[src/rtl/ad5453_wave_player.sv]
// Sample buffer and playback sequencer for one AD5453 DAC channel, 16-bit SPI frames.
// Optional: define AD5453_PARK_ON_STOP_EN to send a final midscale frame before done.
module ad5453_wave_player #(
    parameter int unsigned DEPTH_LOG2 = 6,
    parameter int unsigned CLK_DIV    = 2,
    parameter int unsigned PERIOD_W   = 16
) (
    input  logic                  clk,
    input  logic                  rst,
    input  logic                  wr_en,
    input  logic [13:0]           wr_data,
    input  logic                  clear,
    input  logic                  start,
    input  logic                  stop,
    input  logic                  loop_en,
    input  logic [PERIOD_W-1:0]   period,
    output logic                  sdi,
    output logic                  csb,
    output logic                  sclk,
    output logic                  busy,
    output logic                  done,
    output logic                  overrun,
    output logic [DEPTH_LOG2:0]   count
);
    localparam int unsigned DEPTH = 1 << DEPTH_LOG2;
    localparam int unsigned HW    = (CLK_DIV > 1) ? $clog2(CLK_DIV) : 1;
    localparam logic [HW-1:0]         H_LAST = HW'(CLK_DIV - 1);
    localparam logic [DEPTH_LOG2:0]   FULL   = (DEPTH_LOG2 + 1)'(DEPTH);
    localparam logic [DEPTH_LOG2:0]   ONE    = (DEPTH_LOG2 + 1)'(1);
    localparam logic [5:0]            HP_GAP = 6'd33;

    typedef enum logic [1:0] {IDLE, PLAY, DRAIN} state_t;
    state_t state, state_next;

    logic [13:0]          mem [DEPTH];
    logic [DEPTH_LOG2:0]  rd_ptr, rd_next;
    logic [PERIOD_W-1:0]  period_q, tcnt;
    logic                 ser_busy, ser_last, ser_free;
    logic [5:0]           hp;
    logic [HW-1:0]        hcnt;
    logic [15:0]          shreg;
    logic                 tick, launch, adv_ptr, wrap_ptr, set_ovr, start_play, finish;
    logic [13:0]          launch_code;
`ifdef AD5453_PARK_ON_STOP_EN
    logic                 parked;
`endif

    // The final cycle of the SYNC gap counts as free so period = 34*H-1 runs back-to-back.
    assign ser_last = ser_busy && (hp == HP_GAP) && (hcnt == H_LAST);
    assign ser_free = !ser_busy || ser_last;
    assign tick     = (tcnt == '0);
    assign rd_next  = rd_ptr + ONE;

    always_comb begin
        state_next  = state;
        launch      = 1'b0;
        launch_code = mem[rd_ptr[DEPTH_LOG2-1:0]];
        adv_ptr     = 1'b0;
        wrap_ptr    = 1'b0;
        set_ovr     = 1'b0;
        start_play  = 1'b0;
        finish      = 1'b0;
        case (state)
            IDLE: begin
                if (start && !clear && count != '0) begin
                    state_next = PLAY;
                    start_play = 1'b1;
                end
            end
            PLAY: begin
                if (stop) begin
                    state_next = DRAIN;
                end else if (tick) begin
                    if (!ser_free) begin
                        set_ovr = 1'b1;
                    end else begin
                        launch = 1'b1;
                        if (rd_next == count && loop_en) wrap_ptr = 1'b1;
                        else adv_ptr = 1'b1;
                        if (rd_next == count && !loop_en) state_next = DRAIN;
                    end
                end
            end
            DRAIN: begin
                if (ser_free) begin
`ifdef AD5453_PARK_ON_STOP_EN
                    if (!parked) begin
                        launch      = 1'b1;
                        launch_code = 14'h2000;
                    end else begin
                        state_next = IDLE;
                        finish     = 1'b1;
                    end
`else
                    state_next = IDLE;
                    finish     = 1'b1;
`endif
                end
            end
            default: state_next = IDLE;
        endcase
    end

    always_ff @(posedge clk) begin
        if (state == IDLE && !clear && wr_en && count != FULL)
            mem[count[DEPTH_LOG2-1:0]] <= wr_data;
    end

    always_ff @(posedge clk) begin
        if (rst) begin
            state    <= IDLE;
            count    <= '0;
            rd_ptr   <= '0;
            period_q <= '0;
            tcnt     <= '0;
            overrun  <= 1'b0;
            done     <= 1'b0;
            ser_busy <= 1'b0;
            hp       <= '0;
            hcnt     <= '0;
            shreg    <= '0;
`ifdef AD5453_PARK_ON_STOP_EN
            parked   <= 1'b0;
`endif
        end else begin
            state <= state_next;
            done  <= finish;

            if (state == IDLE) begin
                if (clear) count <= '0;
                else if (wr_en && count != FULL) count <= count + ONE;
            end

            if (start_play) begin
                period_q <= period;
                overrun  <= 1'b0;
                rd_ptr   <= '0;
                tcnt     <= '0;
`ifdef AD5453_PARK_ON_STOP_EN
                parked   <= 1'b0;
`endif
            end else begin
                if (state == PLAY) tcnt <= tick ? period_q : tcnt - PERIOD_W'(1);
                if (set_ovr) overrun <= 1'b1;
                if (wrap_ptr) rd_ptr <= '0;
                else if (adv_ptr) rd_ptr <= rd_next;
            end

            if (launch) begin
                ser_busy <= 1'b1;
                hp       <= '0;
                hcnt     <= '0;
                shreg    <= {2'b00, launch_code};
`ifdef AD5453_PARK_ON_STOP_EN
                if (state == DRAIN) parked <= 1'b1;
`endif
            end else if (ser_busy) begin
                if (hcnt == H_LAST) begin
                    hcnt <= '0;
                    if (hp == HP_GAP) begin
                        ser_busy <= 1'b0;
                    end else begin
                        hp <= hp + 6'd1;
                        // sdi advances on rising edges 1..15 only; bit 0 holds through the 16th
                        if (hp[0] && hp < 6'd30) shreg <= {shreg[14:0], 1'b0};
                    end
                end else begin
                    hcnt <= hcnt + HW'(1);
                end
            end
        end
    end

    assign busy = (state != IDLE);
    assign csb  = !(ser_busy && hp != HP_GAP);
    assign sclk = !(ser_busy && hp[0]);
    assign sdi  = ser_busy && (hp != HP_GAP) && shreg[15];

endmodule

[config.mk]
export PLATFORM = sky130hd
export DESIGN_NAME = ad5453_wave_player
export DESIGN_NICKNAME = d
export VERILOG_FILES = /design/src/rtl/ad5453_wave_player.sv
export SDC_FILE = /design/constraint.sdc
export NUM_CORES = 1
export LEC_CHECK = 0
export BUFFER_PORTS_ARGS = -buffer_cell sky130_fd_sc_hd__buf_2
export CORE_MARGIN = 2
export CORE_UTILIZATION = 30
export CTS_BUF_LIST = sky130_fd_sc_hd__clkbuf_2 sky130_fd_sc_hd__clkbuf_4 sky130_fd_sc_hd__clkbuf_8
export DETAILED_ROUTE_END_ITERATION = 6
export GPL_TIMING_DRIVEN = 0
export HOLD_SLACK_MARGIN = 0.08
export SYNTH_ARGS = -nofsm -noshare
export SYNTH_HDL_FRONTEND = slang
export SYNTH_SLANG_ARGS = --single-unit
[constraint.sdc]
create_clock -name clk -period 4.1 [get_ports clk]
set_input_delay 0.205 -clock clk [delete_from_list [all_inputs] [get_ports clk]]
set_output_delay 0.205 -clock clk [all_outputs]
set_load 0.01 [all_outputs]
======== After elaboration in Yosys (flattened, before gate mapping) ========
Memories as Yosys holds them, arrays and structs flattened. A register that Yosys moved wholly into a read port is not among the register bits.
Cells that the tools add are included.
storage, ports and cells
  memories ................................ 1
  logic and storage cells ................. 114
  register bits after elaboration ......... 74
  bits of input ports ..................... 37
  bits in writable memories ............... 896
memories
  name  words  bits a word  rd ports  clocked after memory_dff  wr ports  line  RTL
  mem   64     14           1         1                         1         35    logic [13:0] mem [DEPTH];
cells by class
  reductions and logical operators ........ 37
  bitwise gates (word level) .............. 2
  add/sub/neg operators ................... 5
  order comparisons ....................... 1
  equality and inequality tests ........... 12
  muxes and demuxes ....................... 44
operator list
  operator                                                     number
  two-way mux 14 bit                                           5
  two-way mux 1 bit                                            27
  zero test 16 bit                                             1
  two-way mux 16 bit                                           1
  subtractor 16 x 1 -> 16 bit (second input constant)          1
  adder 7 x 1 -> 7 bit (second input constant)                 2
  logical AND 1 bit                                            14
  two-way mux 7 bit                                            2
  two-way mux 2 bit                                            6
  two-way mux 6 bit                                            2
  nonzero test 2 bit                                           5
  inequality test 3 bit (second input constant)                3
  AND reduction 4 bit                                          2
  == test 7 bit                                                1
  inequality test 7 bit (second input constant)                1
  nonzero test 7 bit                                           1
  adder 6 x 1 -> 6 bit (second input constant)                 1
  == test 6 bit (second input constant)                        1
  less-than comparator 6 x 5 -> 1 bit (second input constant)  1
  inequality test 2 bit (second input constant)                3
  inequality test 6 bit (second input constant)                1
  case mux 2 bit (3 select lines)                              1
  OR reduction 2 bit                                           3
  zero test 1 bit                                              5
  10 further kinds                                             11

======== Logic depth before layout (Yosys ltp) ========
Gate-level depths: netlist of run 1.
  depth in word-level cells ............... 10
  mapped depth ............................ 11

======== Worst setup path after synthesis of run 1 ========
Ideal clock, no wire load.
  path kind ............................... register -> register
  start ................................... reg with a tool-made name
  end ..................................... reg shreg[10]
  clock period less this slack ............ 2.870 ns
  cell stages (with the launch flop) ...... 8
  library setup time ...................... 0.128 ns
  slack ................................... 1.230 ns
  arrival ................................. 2.743 ns
  cells stage by stage .................... dfxtp_1 > buf_2 > buf_1 > buf_1 > mux4_2 > mux4_2 > a22oi_1 > o211ai_2
RTL lines
  element               line  RTL
  end signal, assigned  153   shreg <= {2'b00, launch_code};
  end signal, assigned  165   if (hp[0] && hp < 6'd30) shreg <= {shreg[14:0], 1'b0};
  end, declared         41    logic [15:0] shreg;

======== Worst setup path in the final report of run 1 ========
  start ................................... reg count[4]
  end ..................................... mem mem[30][7] (enable)
between the ends
  cells in the longest elaborated chain, start to end .. 4
ends and longest elaborated chain
  element                                  line  RTL
  start, declared                          23    output logic [DEPTH_LOG2:0] count
  start signal, assigned                   131   else if (wr_en && count != FULL) count <= count + ONE;
  inequality test 7 bit                    105   if (state == IDLE && !clear && wr_en && count != FULL)
  logical AND 1 bit                        105
  two-way mux 1 bit                        105
  two-way mux 1 bit (implied by the code)  106   mem[count[DEPTH_LOG2-1:0]] <= wr_data;
  end, declared                            35
Several ways; a longest one is shown, not always the timed one.

==> results of run 1 <==
## layer usage
layer | track usage, % | up-vias
li1 | - | 8687
met1 | 20.2 | 10900
met4 | 6.18 | 12
met3 | 4.13 | 171
met2 | 24.7 | 1011
met5 | 0 | -
## final cells by class
type	instances	area (sq um)	area share (%)
inverters	12	45.0	0.100
multi-input cells	880	9420	21.0
repair buffers	137	1440	3.22
well taps	1650	2060	4.60
clock inverters	58	379	0.845
flip-flops and latches	976	28500	63.6
diodes	2	5.00	0.0112
plain buffers	116	557	1.24
clock buffers	198	2420	5.41
## state kept, by name, indices dropped and copies added, names as in the netlist, 2 cells and up, named ones only
signal and cells:
tcnt 16, mem 896, count 7, state 2, rd_ptr 7, hp 6, shreg 16, period_q 16
## cells by family (layout without fill, tap and decap cells)
family,Yosys count,count (layout),share of synthesized area [%]
flops,976,976,74.6
mux,364,364,16.4
simple gates,295,295,3.74
compound gates,200,200,3.43
buf+inv,128,521,1.34
xor+xnor,15,15,0.344
fa+ha+maj,6,6,0.196
other cells,0,2,0
## synth_stat cells, drive strengths merged, types with 3 or more instances
library cell | n | area share, %
o22ai | 4 | 0.065
o21ai | 31 | 0.41
a21oi | 59 | 0.77
nand2 | 47 | 0.46
xor2 | 6 | 0.14
mux2i | 148 | 3.9
xnor2 | 9 | 0.21
nor2b | 8 | 0.13
nand2b | 10 | 0.17
o31ai | 4 | 0.079
edfxtp | 896 | 70
mux4 | 209 | 12
nand3 | 22 | 0.29
clkbuf | 75 | 0.74
dfxtp | 80 | 4.2
nor2 | 127 | 1.2
buf | 41 | 0.48
or2 | 10 | 0.16
or4 | 6 | 0.14
nor3 | 15 | 0.20
nand4 | 6 | 0.098
mux2 | 7 | 0.21
a22oi | 54 | 1.1
nand3b | 3 | 0.059
and3 | 12 | 0.20
nor4 | 13 | 0.25
or3 | 9 | 0.16
inv | 12 | 0.12
o221ai | 3 | 0.069
a211oi | 11 | 0.22
o211ai | 7 | 0.19
ha | 6 | 0.20
a21o | 6 | 0.12
a31oi | 4 | 0.065
## worst min-delay path, delay by kind of cell
| kind | cells | cell delay (ns) |
|---|---|---|
| and+or+nand+nor | 1 | 0.07 |
| muxes | 1 | 0.05 |
| buffers and inverters | 2 | 0.61 |
## through the flow
stage | setup slack (ns) | cells
global placement | -0.632 | 3683
floorplan | 1.23 | 1984
detailed placement | -0.623 | 3740
finish | -0.101 | 4029
global route | -0.183 | 4029
CTS | 0.0159 | 4020
## power by group through the flow
| stage | logic [uW] | registers (uW) | clock network [uW] |
|---|---|---|---|
| after floorplan | 619 | 11100 | 0 |
| after global placement | 1130 | 11100 | 0 |
| after global routing | 1280 | 10900 | 8350 |
| final | 1210 | 10900 | 7780 |
| after detailed placement | 1160 | 11100 | 0 |
| after CTS | 1190 | 10900 | 7950 |
## final timing paths
check,from,to,depth (start not counted)
worst min register to register,overrun,overrun,2
worst max-delay path,count[4],mem[30][7],8
worst max register to register,count[4],mem[30][7],8
worst min-delay path,period[9],period_q[9],4
## timing repair
action                                 4_1_cts  5_1_grt
endpoints found under the hold margin       64      224
hold buffers                                24        5
resized for setup                           30       37
setup endpoints to repair                   28      111
==> impl_metrics.csv, run 1 <==
group,metric,value,unit
cells_and_area,fill_cells,11500,
global_routing,grtUsageTotal,15.5,%
timing,skew,0.0350,ns
global_routing,grt.overflow.total,0,
power_and_ir_drop,seqPwrFrac,54.8,%
clock_network,clock_latency,0.86,ns
timing,hold_viol,0,
clock_network,cts_num_sinks,976,
cells_and_area,final_util,35.6,%
worst_hold_path,hold_class,"primary input to flip-flop",
clock_network,numCtsBuffers,145,
worst_setup_path,cpPeakStageDelay,0.87,ns
clock_network,cts_buffer_depth,3,
worst_setup_path,startpoint_type,"flip-flop",
cells_and_area,fin_area,44800,sq um
timing,setup_viol,45,
routing,route.met2.wl,48100,um
timing,worst_pin_slew,1.44,ns
clock_network,ctsRootBufferMaster,"clkbuf_8",
placement,numPortBuffers,49,
global_routing,grt_max_degree,65,
clock_network,cts_setup_buffers,0,
worst_setup_path,cp_top_family,"simple AND/OR/NAND/NOR gates",
clock_network,clk_pin_slew,0.06,ns
placement,globalplace.congestion,0.908,
placement,dp_hpwl,67700,um
routing,ant_nets,0,
timing,setup_slack,-0.101,ns
worst_setup_path,worstPathArrival,4.73,ns
power_and_ir_drop,ir_drop,0.000309,V
power_and_ir_drop,combPwrFrac,6.1,%
worst_setup_path,crit_chain,"or3_1 -> clkbuf_1 -> or3_1 -> and3_1 -> clkbuf_1 -> nand4_1 -> nor2_2 -> buf_16",
worst_setup_path,slowest_stage,"nor2_2",
clock_network,tritoncts,"built",
worst_setup_path,required,4.63,ns
global_routing,grt_pass1_wl,146000,um
synth,syn_area_per_cell,19.3,sq um
floorplan,die_h,361,um
run_status,violations,"setup timing",
power_and_ir_drop,power_frac_clock,39.1,%
power_and_ir_drop,p_per_area,444,nW/um^2
run,max-cap-violations,0,
synth,yosysSeqAreaShare,74.6,%
floorplan,rows,130,
routing,routed.top_layer,"met5",
routing,dr.first_iter.drc_count,2393,
power_and_ir_drop,p_int,15300,uW
routing,drc,0,
synth,synth_edf_count,896,
clock_network,h-tree-depth,4,
cells_and_area,syn_to_final_growth,17.3,%
routing,vias,20800,
power_and_ir_drop,swShare,23.2,%
cells_and_area,layout_commonest_cell,"edfxtp_1",
global_routing,antenna_found_initial,8,
floorplan,floorplan.io_pins,50,
synth,ys_ff_latch,976,
timing,fin_crit_sh,102,%
global_routing,grt_pass1_vias,21100,
worst_setup_path,criticalPathCategory,"flip-flop to flip-flop",
power_and_ir_drop,finalPower,19900,uW
worst_setup_path,rrSetupSlack,-0.10,ns
synth,syn_nets,2027,
timing,rsz0062_at_grt,"true",
routing,viasPerCell,5.16,
worst_setup_path,end_kind,"flip-flop",
timing,drv_slew,0,
routing,wl_met1,40900,um
routing,post_drt_wl_per_cell,25.3,um
timing,relSlewSlack,3.80,%
floorplan,die_width,361,um
cells_and_area,most-common-layout-cells,"edfxtp_1, mux4_2, clkbuf_8",
run_status,outcome,"finished, violations left",
power_and_ir_drop,power.switching,4620,uW
routing,wl_met3,9820,um
placement,placed_cell_area,41600,sq um
floorplan,core-area,126000,sq um
synth,async_flop_share,0,%
synth,synth.distinct_cells,61,
synth,synth_area,38200,sq um
synth,syn_inst,1984,
routing,drt_first_pass_iters,6,
worst_setup_path,crit_fanout,11,
timing,setup_tns,-2.26,ns
routing,routed_wl,102000,um
timing,max_freq,238,MHz
cells_and_area,drive_above_1_share,28.7,%
floorplan,die_area,130000,sq um
synth,ys.flop_type,"edfxtp_1",
worst_setup_path,critPathBufInv,3,
timing,fin_worst_hold_slack,0.155,ns
cells_and_area,finalNetCount,2311,
power_and_ir_drop,leakage,0.0137,uW
timing,min_period,4.20,ns
floorplan,initial_core_util,30.3,%
synth,ys_warn_count,0,
No activity file was read; power rests on OpenSTA's default activity.
==> run 2, diff against run 1 <==
CORE_UTILIZATION = 60   (was 30)
PLACE_DENSITY = 0.76   (was default)
==> run 2 against run 1 <==
  * Clock power is 2% lower
  * Combinational power decreased by 4%
  * Die area decreased by 50%
  * Global-route usage rose by 13 points
  * Largest power group unchanged
  * Clock-buffer cell count is 4 higher
  * The run ends with DRC left
  * Critical endpoint is now mem[53][10]
  * Critical path depth fell by 1
  * Fmax rose by 3.0%
  * Largest cell class unchanged
  * Flip-flop and latch count did not move
  * Via count grew 0.97%
  * Register-to-register slack improved by 0.12 ns
  * Non-clock buffer count is 20 lower
  * Final cell count fell by 20%
==> impl_metrics.csv, run 2 (synthesis results as in run 1) <==
group,metric,value,unit
clock_network,clock_latency,0.80,ns
power_and_ir_drop,swShare,22.2,%
floorplan,core-area,63100,sq um
worst_setup_path,worstReg2RegStart,"count[4]",
clock_network,h-tree-depth,4,
timing,worst_pin_slew,1.39,ns
worst_hold_path,hold_class,"primary input to flip-flop",
cells_and_area,stdcell_count,3210,
routing,post_drt_wl_per_cell,29.3,um
power_and_ir_drop,combPwrFrac,5.9,%
routing,vias,21000,
cells_and_area,layout_commonest_cell,"edfxtp_1",
timing,hold_viol,0,
clock_network,cts_buffer_depth,3,
cells_and_area,finalNetCount,2297,
worst_hold_path,holdCritStartpoint,"period[0]",
worst_setup_path,startpoint_type,"flip-flop",
floorplan,initial_core_util,60.6,%
placement,globalplace.congestion,0.887,
floorplan,die_area,65800,sq um
cells_and_area,largest_reg_flops,896,
routing,routed_wl,93900,um
timing,max_freq,245,MHz
clock_network,numCtsBuffers,151,
power_and_ir_drop,seqPwrFrac,55.4,%
clock_network,clk_pin_slew,0.06,ns
global_routing,antenna_found_initial,3,
placement,placed_cell_area,40300,sq um
global_routing,grt_pass1_wl,136000,um
run_status,violations,"DRC",
power_and_ir_drop,power.switching,4370,uW
power_and_ir_drop,leakage,0.0136,uW
cells_and_area,fin_area,43400,sq um
clock_network,tritoncts,"built",
power_and_ir_drop,ir_drop,0.000225,V
routing,wl_met1,36000,um
routing,drt_first_pass_iters,7,
timing,min_period,4.08,ns
worst_setup_path,cp-startpoint,"count[4]",
floorplan,die_h,256,um
global_routing,grt_max_degree,65,
worst_setup_path,required,4.50,ns
timing,relSlewSlack,7.59,%
worst_setup_path,crit_fanout,14,
clock_network,ctsRootBufferMaster,"clkbuf_8",
routing,ant_nets,0,
power_and_ir_drop,p_int,15300,uW
cells_and_area,final_util,68.9,%
global_routing,grtUsageTotal,28.9,%
placement,dp_hpwl,60400,um
floorplan,floorplan.io_pins,50,
placement,dp.cells,2922,
worst_setup_path,criticalPathCategory,"flip-flop to flip-flop",
floorplan,rows,92,
clock_network,cts_num_sinks,976,
timing,setup_viol,0,
timing,drv_slew,0,
floorplan,die_width,256,um
power_and_ir_drop,p_per_area,454,nW/um^2
timing,skew,0.0383,ns
routing,drc,5,
power_and_ir_drop,power_frac_clock,38.7,%
run_status,outcome,"finished, violations left",
run,max-cap-violations,0,
global_routing,grt.overflow.total,0,
timing,setup_slack,0.0208,ns
timing,rsz0062_at_grt,"true",
worst_hold_path,min_path_cells,4,
placement,dp_slack,-0.500,ns
timing,fin_crit_sh,99.5,%
routing,routed.top_layer,"met5",
global_routing,grt_pass1_vias,20800,
cells_and_area,drive_above_1_share,27.6,%
worst_setup_path,worstPathArrival,4.48,ns
worst_setup_path,rr_worst_depth,7,
routing,dr.first_iter.drc_count,3010,
cells_and_area,most-common-layout-cells,"edfxtp_1, mux4_2, clkbuf_8",
placement,numPortBuffers,49,
routing,wl_met3,10900,um
cells_and_area,syn_to_final_growth,13.6,%
routing,viasPerCell,6.54,
worst_setup_path,end_kind,"flip-flop",
routing,route.met2.wl,43800,um
[run 2: cell types whose count changed in the layout (fill, tap and decap cells not counted), moves of 5 or more]
cell,previous run,this run
nor2_1,64,69
nor4_1,11,6
nor4_2,2,7
dlygate4sd3_1,29,23
clkbuf_8,150,157
clkbuf_2,18,11
buf_8,46,35
buf_1,9,16
clkinv_2,8,16
buf_6,9,4
[run 2: worst paths after layout]
check                           slack [ns]          end
worst min register to register        0.48      tcnt[6]
worst max-delay path                  0.02  mem[53][10]
worst min-delay path                  0.18  period_q[0]
worst max register to register        0.02  mem[53][10]
[run 2: stage by stage]
| step | setup TNS, ns | total power (uW) | hold WS (ns) |
|---|---|---|---|
| after floorplan | 0 | 11700 | 0.304 |
| after global placement | -8.76 | 12200 | 0.439 |
| after detailed placement | -3.89 | 12200 | 0.449 |
| after CTS | 0 | 19700 | 0.0880 |
| after global routing | -3.66 | 20200 | 0.177 |
| final | 0 | 19700 | 0.180 |
[run 2: per-layer routing]
layer  track usage, %  vias to the layer above
met5                0                        -
met1             40.8                    10800
met2             43.9                     1358
li1                 -                     8652
met3             7.98                      213
met4             11.1                        2
[run 2: layout make-up]
cell class / instances / area [sq um]
Inverter: 12 / 45.0
Clock buffer: 202 / 2500
Timing Repair Buffer: 117 / 1100
Antenna cell: 3 / 7.51
Multi-Input combinational cell: 880 / 9400
Clock inverter: 58 / 299
Tap cell: 846 / 1060
Sequential cell: 976 / 28500
Buffer: 116 / 528
Fill cell: 3916 / 19600
[run 2: power by group through the flow]
stage	clock network [uW]	logic [uW]	registers, uW
finish	7630	1160	10900
floorplan	0	619	11100
global route	8110	1210	10900
CTS	7690	1140	10900
global placement	0	1080	11100
detailed placement	0	1110	11100
[run 2: repair_timing]
item / CTS / global route
cloned: 0 / 0
buffers inserted: 0 / 2
endpoints found under the hold margin: 63 / 0
endpoints found under the setup margin: 42 / 128
hold buffers: 23 / 0
gates resized for setup: 22 / 19
pin swaps: 0 / 1
[run 2: critical path, cell delays in order, from the launching register on]
cell	delay (ns)
dfxtp_1	0.46
or3_1	0.16
clkbuf_1	0.62
or3_1	0.25
nand3_1	0.24
nor2_1	0.26
nand3_1	0.64
nor2_2	1.06
==> run 3, diff against run 2 <==
CELL_PAD_IN_SITES_DETAIL_PLACEMENT = 0   (was default)
CELL_PAD_IN_SITES_GLOBAL_PLACEMENT = 1   (was default)
CORE_UTILIZATION = 57   (was 60)
PLACE_DENSITY = default   (was 0.76)
PLACE_DENSITY_LB_ADDON = 0.1   (was default)
==> run 3 against run 2 <==
  * The flow now finishes without violations
  * Utilization shrank 2.3 points
  * First-iteration DRC count down 10%
  * Clock power is 6.3% higher
  * Fmax grew 1.4%
  * Largest cell class unchanged
==> impl_metrics.csv, run 3 (synthesis results as in run 1) <==
group,metric,value,unit
run_status,outcome,"finished clean",
worst_setup_path,rr_worst_depth,9,
worst_setup_path,crit_chain,"clkbuf_1 -> clkbuf_2 -> buf_1 -> or2_2 -> buf_1 -> a21oi_1 -> nor4_2 -> o21ai_0 -> a21oi_1",
placement,globalplace.congestion,0.857,
power_and_ir_drop,power.switching,4520,uW
floorplan,rows,94,
worst_hold_path,holdCritStartpoint,"wr_data[6]",
global_routing,grt_pass1_wl,140000,um
cells_and_area,multi_input_area,9450,sq um
cells_and_area,most-common-layout-cells,"edfxtp_1, mux4_2, clkbuf_8",
clock_network,cts_num_sinks,976,
power_and_ir_drop,leakage,0.0138,uW
placement,numPortBuffers,49,
routing,route.met2.wl,45500,um
routing,drc,0,
timing,drv_slew,0,
timing,worst_pin_slew,1.35,ns
worst_setup_path,slowest_stage,"buf_1",
cells_and_area,layout_commonest_cell,"edfxtp_1",
worst_setup_path,startpoint_type,"flip-flop",
placement,dp_hpwl,63600,um
routing,routed.top_layer,"met5",
clock_network,ctsRootBufferMaster,"clkbuf_8",
routing,routed_wl,96600,um
clock_network,clk_pin_slew,0.06,ns
cells_and_area,area.sequential,28500,sq um
worst_hold_path,min_to,"mem[28][6]",
routing,viasPerCell,6.37,
worst_setup_path,critPathBufInv,4,
placement,dp.cells,2953,
timing,setup_viol,0,
power_and_ir_drop,seqPwrFrac,54.0,%
routing,post_drt_wl_per_cell,29.7,um
power_and_ir_drop,p_int,15700,uW
worst_setup_path,end_kind,"flip-flop",
worst_hold_path,hold_class,"primary input to flip-flop",
routing,ant_nets,0,
routing,wl_met3,9610,um
floorplan,initial_core_util,57.8,%
floorplan,die_h,263,um
worst_setup_path,required,4.82,ns
timing,setup_tns,0,ns
timing,relSlewSlack,9.86,%
clock_network,h-tree-depth,4,
worst_setup_path,worstPathArrival,4.74,ns
power_and_ir_drop,finalPower,20200,uW
power_and_ir_drop,p_per_area,459,nW/um^2
power_and_ir_drop,ir_drop,0.000390,V
worst_setup_path,criticalPathCategory,"flip-flop to flip-flop",
floorplan,die_width,263,um
power_and_ir_drop,power_frac_clock,40.1,%
timing,skew,0.0327,ns
routing,dr.first_iter.drc_count,2697,
clock_network,numCtsBuffers,158,
routing,vias,20700,
timing,min_period,4.02,ns
worst_setup_path,cpPeakStageDelay,0.93,ns
global_routing,grt.overflow.total,0,
worst_setup_path,crit_fanout,10,
power_and_ir_drop,swShare,22.3,%
floorplan,core-area,66100,sq um
global_routing,grtUsageTotal,28.5,%
cells_and_area,finalNetCount,2315,
floorplan,floorplan.io_pins,50,
cells_and_area,fill_cells,4398,
timing,max_freq,249,MHz
global_routing,antenna_found_initial,2,
global_routing,grt_max_degree,65,
run,max-cap-violations,0,
clock_network,tritoncts,"built",
routing,wl_met1,38900,um
cells_and_area,syn_to_final_growth,15.2,%
clock_network,cts_buffer_depth,3,
floorplan,die_area,69200,sq um
clock_network,clock_latency,0.81,ns
cells_and_area,largest_reg_flops,896,
routing,drt_first_pass_iters,7,
worst_hold_path,min_path_cells,1,
global_routing,grt_pass1_vias,20700,
worst_setup_path,rrSetupSlack,0.08,ns
cells_and_area,stdcell_count,3254,
timing,fin_crit_sh,98.1,%
timing,rsz0062_at_grt,"true",
cells_and_area,drive_above_1_share,29.1,%
worst_setup_path,cp_top_family,"buffers and inverters",
timing,hold_viol,0,
power_and_ir_drop,combPwrFrac,5.9,%
worst_setup_path,timing.rr.end,"shreg[1]",
-- run 3: layer usage --
metal / vias to the layer above / global-route usage [%]
li1: 8694 / -
met1: 10900 / 40.8
met2: 1022 / 43.9
met3: 157 / 6.80
met4: 2 / 9.67
met5: - / 0
-- run 3: worst max path at each step --
stage / from / to / cells after the start
2_1_floorplan: flip-flop / shreg[10] / 7
4_1_cts: flip-flop / shreg[1] / 9
3_3_place_gp: flip-flop / shreg[1] / 9
6_report: flip-flop / shreg[1] / 9
3_5_place_dp: flip-flop / shreg[1] / 9
5_1_grt: flip-flop / shreg[7] / 9
-- run 3: cell type report --
type                            instances  area share [%]
Antenna cell                            2          0.0114
Buffer                                116            1.23
Tap cell                              864            2.46
Clock inverter                         56           0.810
Timing Repair Buffer                  128            3.09
Inverter                               12           0.102
Multi-Input combinational cell        880            21.5
Clock buffer                          220            6.10
Sequential cell                       976            64.7
-- run 3: power by group through the flow --
stage	Clock (uW)	Combinational [uW]	Sequential, uW
after detailed placement	0	1150	11100
final	8110	1190	10900
after global placement	0	1120	11100
after CTS	8240	1180	10900
after global routing	8670	1260	10900
after floorplan	0	619	11100
-- run 3: metrics by stage --
| stage | hold WS [ns] | utilization [%] | instance area (sq um) | setup slack (ns) |
|---|---|---|---|---|
| finish | 0.166 | 66.6 | 44000 | 0.0788 |
| global route | 0.175 | 66.6 | 44000 | -0.0129 |
| floorplan | 0.304 | - | 38200 | 1.23 |
| detailed placement | 0.448 | 61.4 | 40600 | -0.492 |
| CTS | 0.104 | 66.5 | 44000 | -0.00585 |
| global placement | 0.436 | 59.8 | 39600 | -0.446 |
-- run 3: repair_timing --
action,CTS,global route
hold buffers,23,0
gates resized for setup,24,31
setup endpoints to repair,28,29
buffers inserted,0,0
endpoints found under the hold margin,63,0
